[config.mk]
export PLATFORM = sky130hd
export DESIGN_NAME = pulse_meter_flat
export DESIGN_NICKNAME = d
export VERILOG_FILES = /design/src/rtl/pulse_meter_if.sv /design/src/rtl/pulse_meter.sv /design/src/flat_wrapper.sv
export SDC_FILE = /design/constraint.sdc
export NUM_CORES = 1
export LEC_CHECK = 0
export CAP_MARGIN = 20
export CELL_PAD_IN_SITES_DETAIL_PLACEMENT = 1
export CELL_PAD_IN_SITES_GLOBAL_PLACEMENT = 2
export CORE_UTILIZATION = 29
export DETAILED_ROUTE_END_ITERATION = 10
export PLACE_DENSITY_LB_ADDON = 0.1
export SLEW_MARGIN = 15
export SYNTH_ARGS = -nofsm -noshare
export SYNTH_HDL_FRONTEND = slang
export SYNTH_SLANG_ARGS = --single-unit
[constraint.sdc]
create_clock -name clk -period 7.94 [get_ports clk]
set_input_delay 1.191 -clock clk [delete_from_list [all_inputs] [get_ports clk]]
set_output_delay 1.191 -clock clk [all_outputs]
set_load 0.01 [all_outputs]
[src/rtl/pulse_meter_if.sv]
// Result stream from pulse_meter toward capture/readout: tagged pulse widths with valid/ready handshake.
interface pulse_meter_if #(
    parameter int WIDTH = 8,
    parameter int CW    = 2
);
    logic             out_valid;
    logic             out_ready;
    logic [WIDTH-1:0] out_width;
    logic [CW-1:0]    out_chan;
    logic             out_sat;

    modport master (
        output out_valid, out_width, out_chan, out_sat,
        input  out_ready
    );

    modport slave (
        input  out_valid, out_width, out_chan, out_sat,
        output out_ready
    );
endinterface

[src/rtl/pulse_meter.sv]
// Multi-channel pulse-width meter: per-channel arm/count FSMs, one pending slot each,
// fixed-priority drain into a small result FIFO read out over valid/ready.
module pulse_meter #(
    parameter int CHANNELS = 4,
    parameter int WIDTH    = 8,
    parameter int DEPTH    = 4,
    parameter int CW       = (CHANNELS > 1) ? $clog2(CHANNELS) : 1
) (
    input  logic                   clk,
    input  logic                   rst_n,
    input  logic [CHANNELS-1:0]    in_data,
    input  logic                   enable,
    input  logic                   pol_low,
    input  logic                   clr_drop,
    pulse_meter_if.master          out_if,
    output logic [$clog2(DEPTH):0] fifo_count,
    output logic [CHANNELS-1:0]    dropped
);
    localparam int AW = $clog2(DEPTH);
    localparam logic [WIDTH-1:0] CNT_MAX = '1;

    typedef enum logic [1:0] {S_IDLE, S_ARMED, S_COUNT} state_e;

    typedef struct packed {
        logic [WIDTH-1:0] w;
        logic [CW-1:0]    c;
        logic             s;
    } ent_t;

    logic [CHANNELS-1:0] act;
    state_e              state_q [CHANNELS];
    state_e              state_d [CHANNELS];
    logic [WIDTH-1:0]    cnt_q   [CHANNELS];
    logic [WIDTH-1:0]    cnt_d   [CHANNELS];
    logic [CHANNELS-1:0] sat_q, sat_d;
    logic [CHANNELS-1:0] cap;

    logic [CHANNELS-1:0] pend_vld_q, pend_vld_d;
    logic [WIDTH-1:0]    pend_w_q [CHANNELS];
    logic [WIDTH-1:0]    pend_w_d [CHANNELS];
    logic [CHANNELS-1:0] pend_s_q, pend_s_d;
    logic [CHANNELS-1:0] drop;
    logic [CHANNELS-1:0] dropped_q, dropped_d;

    logic [CHANNELS-1:0] gnt;
    logic [CW-1:0]       gnt_idx;
    logic                push, pop, full;
    ent_t                push_ent;

    ent_t                mem_q [DEPTH];
    logic [AW:0]         wr_ptr_q, rd_ptr_q;

    assign act = in_data ^ {CHANNELS{pol_low}};

    // Per-channel FSM: state register
    always_ff @(posedge clk or negedge rst_n) begin
        if (!rst_n) begin
            for (int i = 0; i < CHANNELS; i++) begin
                state_q[i] <= S_IDLE;
                cnt_q[i]   <= '0;
            end
            sat_q <= '0;
        end else begin
            for (int i = 0; i < CHANNELS; i++) begin
                state_q[i] <= state_d[i];
                cnt_q[i]   <= cnt_d[i];
            end
            sat_q <= sat_d;
        end
    end

    // Per-channel FSM: next state; dropping enable abandons any partial pulse
    always_comb begin
        sat_d = sat_q;
        for (int i = 0; i < CHANNELS; i++) begin
            state_d[i] = state_q[i];
            cnt_d[i]   = cnt_q[i];
            if (!enable) begin
                state_d[i] = S_IDLE;
                cnt_d[i]   = '0;
                sat_d[i]   = 1'b0;
            end else begin
                case (state_q[i])
                    S_IDLE: begin
                        if (!act[i]) state_d[i] = S_ARMED;
                    end
                    S_ARMED: begin
                        if (act[i]) begin
                            state_d[i] = S_COUNT;
                            cnt_d[i]   = WIDTH'(1);
                            sat_d[i]   = 1'b0;
                        end
                    end
                    S_COUNT: begin
                        if (act[i]) begin
                            if (cnt_q[i] == CNT_MAX) sat_d[i] = 1'b1;
                            else                     cnt_d[i] = cnt_q[i] + WIDTH'(1);
                        end else begin
                            state_d[i] = S_ARMED;
                            cnt_d[i]   = '0;
                            sat_d[i]   = 1'b0;
                        end
                    end
                    default: state_d[i] = S_IDLE;
                endcase
            end
        end
    end

    // Per-channel FSM: outputs
    always_comb begin
        cap = '0;
        for (int i = 0; i < CHANNELS; i++) begin
            cap[i] = enable && (state_q[i] == S_COUNT) && !act[i];
        end
    end

    assign pop  = out_if.out_valid && out_if.out_ready;
    assign full = (fifo_count == (AW+1)'(DEPTH));

    always_comb begin
        gnt     = '0;
        gnt_idx = '0;
        push    = 1'b0;
        for (int i = 0; i < CHANNELS; i++) begin
            if (!push && pend_vld_q[i] && (!full || pop)) begin
                push    = 1'b1;
                gnt[i]  = 1'b1;
                gnt_idx = CW'(i);
            end
        end
    end

    always_comb begin
        push_ent = '0;
        for (int i = 0; i < CHANNELS; i++) begin
            if (gnt[i]) push_ent = '{w: pend_w_q[i], c: CW'(i), s: pend_s_q[i]};
        end
    end

    // A slot draining this cycle can take a new capture without losing it
    always_comb begin
        drop     = '0;
        pend_s_d = pend_s_q;
        for (int i = 0; i < CHANNELS; i++) begin
            pend_vld_d[i] = pend_vld_q[i] && !gnt[i];
            pend_w_d[i]   = pend_w_q[i];
            if (cap[i]) begin
                if (pend_vld_q[i] && !gnt[i]) begin
                    drop[i] = 1'b1;
                end else begin
                    pend_vld_d[i] = 1'b1;
                    pend_w_d[i]   = cnt_q[i];
                    pend_s_d[i]   = sat_q[i];
                end
            end
        end
        dropped_d = (clr_drop ? '0 : dropped_q) | drop;
    end

    always_ff @(posedge clk or negedge rst_n) begin
        if (!rst_n) begin
            pend_vld_q <= '0;
            pend_s_q   <= '0;
            dropped_q  <= '0;
            for (int i = 0; i < CHANNELS; i++) pend_w_q[i] <= '0;
        end else begin
            pend_vld_q <= pend_vld_d;
            pend_s_q   <= pend_s_d;
            dropped_q  <= dropped_d;
            for (int i = 0; i < CHANNELS; i++) pend_w_q[i] <= pend_w_d[i];
        end
    end

    always_ff @(posedge clk or negedge rst_n) begin
        if (!rst_n) begin
            wr_ptr_q <= '0;
            rd_ptr_q <= '0;
            for (int i = 0; i < DEPTH; i++) mem_q[i] <= '0;
        end else begin
            if (push) begin
                mem_q[wr_ptr_q[AW-1:0]] <= push_ent;
                wr_ptr_q                <= wr_ptr_q + (AW+1)'(1);
            end
            if (pop) rd_ptr_q <= rd_ptr_q + (AW+1)'(1);
        end
    end

    assign fifo_count       = wr_ptr_q - rd_ptr_q;
    assign dropped          = dropped_q;
    assign out_if.out_valid = (fifo_count != '0);
    assign out_if.out_width = mem_q[rd_ptr_q[AW-1:0]].w;
    assign out_if.out_chan  = mem_q[rd_ptr_q[AW-1:0]].c;
    assign out_if.out_sat   = mem_q[rd_ptr_q[AW-1:0]].s;
endmodule

[src/flat_wrapper.sv]
// flat-port wrapper written by rule: the top's interface ports become plain ports
module pulse_meter_flat 
#(
    parameter int CHANNELS = 4,
    parameter int WIDTH    = 8,
    parameter int DEPTH    = 4,
    parameter int CW       = (CHANNELS > 1) ? $clog2(CHANNELS) : 1
)
  (clk, rst_n, in_data, enable, pol_low, clr_drop, fifo_count, dropped, out_if_out_valid, out_if_out_width, out_if_out_chan, out_if_out_sat, out_if_out_ready);
  pulse_meter_if #(.WIDTH(WIDTH), .CW(CW)) out_if_i ();
  input  logic clk;
  input  logic rst_n;
  input  logic [CHANNELS-1:0] in_data;
  input  logic enable;
  input  logic pol_low;
  input  logic clr_drop;
  output logic [$clog2(DEPTH):0] fifo_count;
  output logic [CHANNELS-1:0] dropped;
  output wire logic [$bits(out_if_i.out_valid)-1:0] out_if_out_valid;
  output wire logic [$bits(out_if_i.out_width)-1:0] out_if_out_width;
  output wire logic [$bits(out_if_i.out_chan)-1:0] out_if_out_chan;
  output wire logic [$bits(out_if_i.out_sat)-1:0] out_if_out_sat;
  input wire logic [$bits(out_if_i.out_ready)-1:0] out_if_out_ready;
  assign out_if_out_valid = out_if_i.out_valid;
  assign out_if_out_width = out_if_i.out_width;
  assign out_if_out_chan = out_if_i.out_chan;
  assign out_if_out_sat = out_if_i.out_sat;
  assign out_if_i.out_ready = out_if_out_ready;
  pulse_meter #(.CHANNELS(CHANNELS), .WIDTH(WIDTH), .DEPTH(DEPTH), .CW(CW)) u_core (.clk(clk), .rst_n(rst_n), .in_data(in_data), .enable(enable), .pol_low(pol_low), .clr_drop(clr_drop), .out_if(out_if_i), .fifo_count(fifo_count), .dropped(dropped));
endmodule
==> results.toml <==
[status]
status = "finished, final reports clean"

[floorplanning]
dieArea_sq_um = 23600
die_h_microns = 154
core_sq_um = 22600
start_util_pct = 29.5
chipWidth_microns = 154
row_count = 55
io_pins = 29

[synth]
async_flop_share_pct = 100
synth.top_cell.area_share_pct = 51.7
synth_flop_cell = "dfrtp_1"
syn-cell-area_sq_um = 6680
synth_cells = 597
yosysSeqAreaShare_pct = 51.7
synth-edff-count = 0
yosysTopAreaCell = "dfrtp_1"
syn_nets = 618
ys_warn_count = 0
synth_area_per_cell_sq_um = 11.2
ys_ff_latch = 138
netlist-cell-type-count = 66
ys_top_cells_by_area = "dfrtp_1 (52%), mux2_4 (6.1%), a21oi_1 (4.7%)"

[route]
via_per_inst = 5.08
vias = 4654
ant_nets = 0
initialDrtViolationCount = 151
firstDrtPassIters = 4
drc_errors = 0
drt_wl_total_mm = 17.3
routedWlPerCell_microns = 18.9

[sta]
tightest_slew_ps = 1100
fin_setup_tns_ps = 0
slew_violations = 0
grt_setup_unrepaired = "false"
relSlewSlack_pct = 26.7
clock_skew_ps = 8.25
setup_viol = 0
fin_crit_ps = 4120
fmax_mhz = 243
post-route-period-util_pct = 51.9
hold_violations = 0

[grt]
grt_max_degree = 75
antenna_found_initial = 0
grt_util_met1_pct = 21.4
grt_pass1_vias = 4935
grt_pass1_wl_mm = 28.5
grtUsageMet2_pct = 25.2
gr-total-overflow = 0
busiest_layer = "met2"
grt_usage_pct = 15.7
met3_usage_pct = 3.41

[pwr]
p_per_area_nw_per_um2 = 310
p_int_mw = 1.74
clkPwrFrac_pct = 34.6
seqPwrFrac_pct = 39.4
vdd_drop_max_uv = 113
total_power_mw = 2.42
leakage_nw = 3.39
p_sw_mw = 0.686
comb_power_share_pct = 26.1
swShare_pct = 28.3

[layout]
area_growth_pct = 16.9
final_net_count = 642
num-fill-cells = 2447
layout-drive-gt1-share_pct = 14.4
final_area_sq_um = 7810
antenna_cells = 0

[hold_path]
hp-class = "reg2reg"
whs_path_depth = 1
min_from = "u_core.rd_ptr_q[2]$_DFFE_PN0P_"
hold_end = "u_core.rd_ptr_q[2]$_DFFE_PN0P_"

[cts]
post-cts-setup-buffers = 0
cts_num_sinks = 138
cts_max_level = 4
cts_made_buffers = 17
clockRootBuffer = "clkbuf_16"
hold_buffers = 0
cts.clk_slew.worst_paths_ps = 60
tritoncts = "done"
clock_latency_ps = 410
ctsResizeCount = 0
clockBufferDepth = 2

[critical_path]
critPathArrivalTime_ps = 2930
crit_type = "reg2out"
r2r-start = "u_core.rd_ptr_q[0]$_DFFE_PN0P_"
start_kind = "flop"
cp.required_ps = 6750
r2r_cells = 7
r2r_slack_ps = 4050
cp-end-kind = "primary output"
r2r-end = "u_core.pend_w_q[1]$_DFFE_PN0P_"
crit_fanout = 14

[run]
maxCapViolCount = 0

[placed_design]
gp_congestion = 0.739
post_dp_cell_area_sq_um = 7190
hpwl_mm = 12.3
port_buffers = 28
-- critical path, cell delays in order, from the launching register on --
cell             delay [ps]
dfrtp_1                 690
ha_1                    390
fa_1                    440
xnor3_2                 280
nand3_1                 160
clkdlybuf4s50_1         560
-- state kept, by name, indices dropped and copies added (netlist names) --
name / count
u_core.pend_w_q: 32
u_core.rd_ptr_q: 3
u_core.pend_s_q: 4
u_core.state_q: 8
u_core.wr_ptr_q: 3
u_core.mem_q: 44
u_core.pend_vld_q: 4
u_core.cnt_q: 32
u_core.dropped: 4
u_core.sat_q: 4
-- kinds of logic (layout without fill, tap and decap cells) --
group,after synthesis,after routing,share of synthesized area [%]
xor gates and xnor gates,29,29,4.25
DFF,138,138,51.7
and+or+nand+nor,186,186,13.7
muxes,53,53,12.2
buffers and inverters,42,77,3.05
AOI/OAI and AO/OA,138,138,13.0
adders and majority gates,11,11,2.17
-- Yosys cell counts (all sizes together) (3+ instances only) --
cell type	number
xor2	13
ha	10
mux2	38
o211ai	4
o22ai	4
nor2	79
xnor2	15
and3	13
a211oi	6
a221oi	9
nor2b	8
clkbuf	11
nand2b	4
inv	18
a21oi	64
a21boi	3
dfrtp	138
o21ai	18
and4	3
mux4	11
or3	8
a22oi	10
nor3	9
nand3	19
mux2i	4
nand2	24
buf	13
nand4	7
-- power groups by stage --
stage	sequential [mW]	combinational (mW)	clock, mW
2_1_floorplan	0.908	0.418	0
3_3_place_gp	0.962	0.623	0
3_5_place_dp	0.969	0.643	0
4_1_cts	0.958	0.645	0.864
5_1_grt	0.979	0.694	0.895
6_report	0.954	0.631	0.837
-- placed cells by master (no fill, tap or decap), drive strengths merged, types with 3 or more instances in the layout --
cell,instances
nor3,9
nand2,24
nand4,7
clkbuf,22
mux2,38
nand3,19
a21boi,3
mux4,11
a211oi,6
a22oi,10
dfrtp,138
or3,8
ha,10
o211ai,4
clkinv,3
and4,3
nor2,79
o21ai,18
a21oi,64
nor2b,8
xor2,13
mux2i,4
xnor2,15
a221oi,9
inv,18
and3,13
clkdlybuf4s50,27
o22ai,4
nand2b,4
bufinv,4
-- per-stage QoR --
step / cells / setup WS (ps) / hold slack [ps] / util (%)
global placement: 887 / 4040 / 475 / 31.8
CTS: 917 / 3720 / 481 / 34.5
detailed placement: 887 / 3950 / 468 / 31.8
floorplan: 597 / 5180 / 447 / -
finish: 917 / 3820 / 482 / 34.5
global route: 917 / 3600 / 514 / 34.5
-- worst max-delay path by stage --
stage                                   start  slack, ps                              to  depth (start not counted)
2_1_floorplan  u_core.rd_ptr_q[0]$_DFFE_PN0P_       5180              out_if_out_chan[0]                          2
3_3_place_gp   u_core.rd_ptr_q[0]$_DFFE_PN0P_       4040  u_core.pend_w_q[2]$_DFFE_PN0P_                          7
3_5_place_dp   u_core.rd_ptr_q[0]$_DFFE_PN0P_       3950  u_core.pend_s_q[3]$_DFFE_PN0P_                          7
4_1_cts        u_core.rd_ptr_q[0]$_DFFE_PN0P_       3720                out_if_out_valid                          5
5_1_grt        u_core.rd_ptr_q[0]$_DFFE_PN0P_       3600                out_if_out_valid                          5
6_report       u_core.rd_ptr_q[0]$_DFFE_PN0P_       3820                out_if_out_valid                          5
-- per-layer routing --
layer  vias up  share of wire, %
li1       2212                 -
met1      2389                49
met2        41                48
met3        12               2.1
met4         0               1.2
met5         -                 0
-- cell type report --
| type | count | area [sq um] | area share, % |
|---|---|---|---|
| repair buffers | 29 | 289 | 3.70 |
| flip-flops and latches | 138 | 3450 | 44.2 |
| clock buffers | 22 | 474 | 6.07 |
| well taps | 285 | 357 | 4.57 |
| multi-input cells | 417 | 3020 | 38.7 |
| inverters | 18 | 67.6 | 0.865 |
| clock inverters | 8 | 143 | 1.83 |
Note: power is estimated with default switching activity, not from simulation.
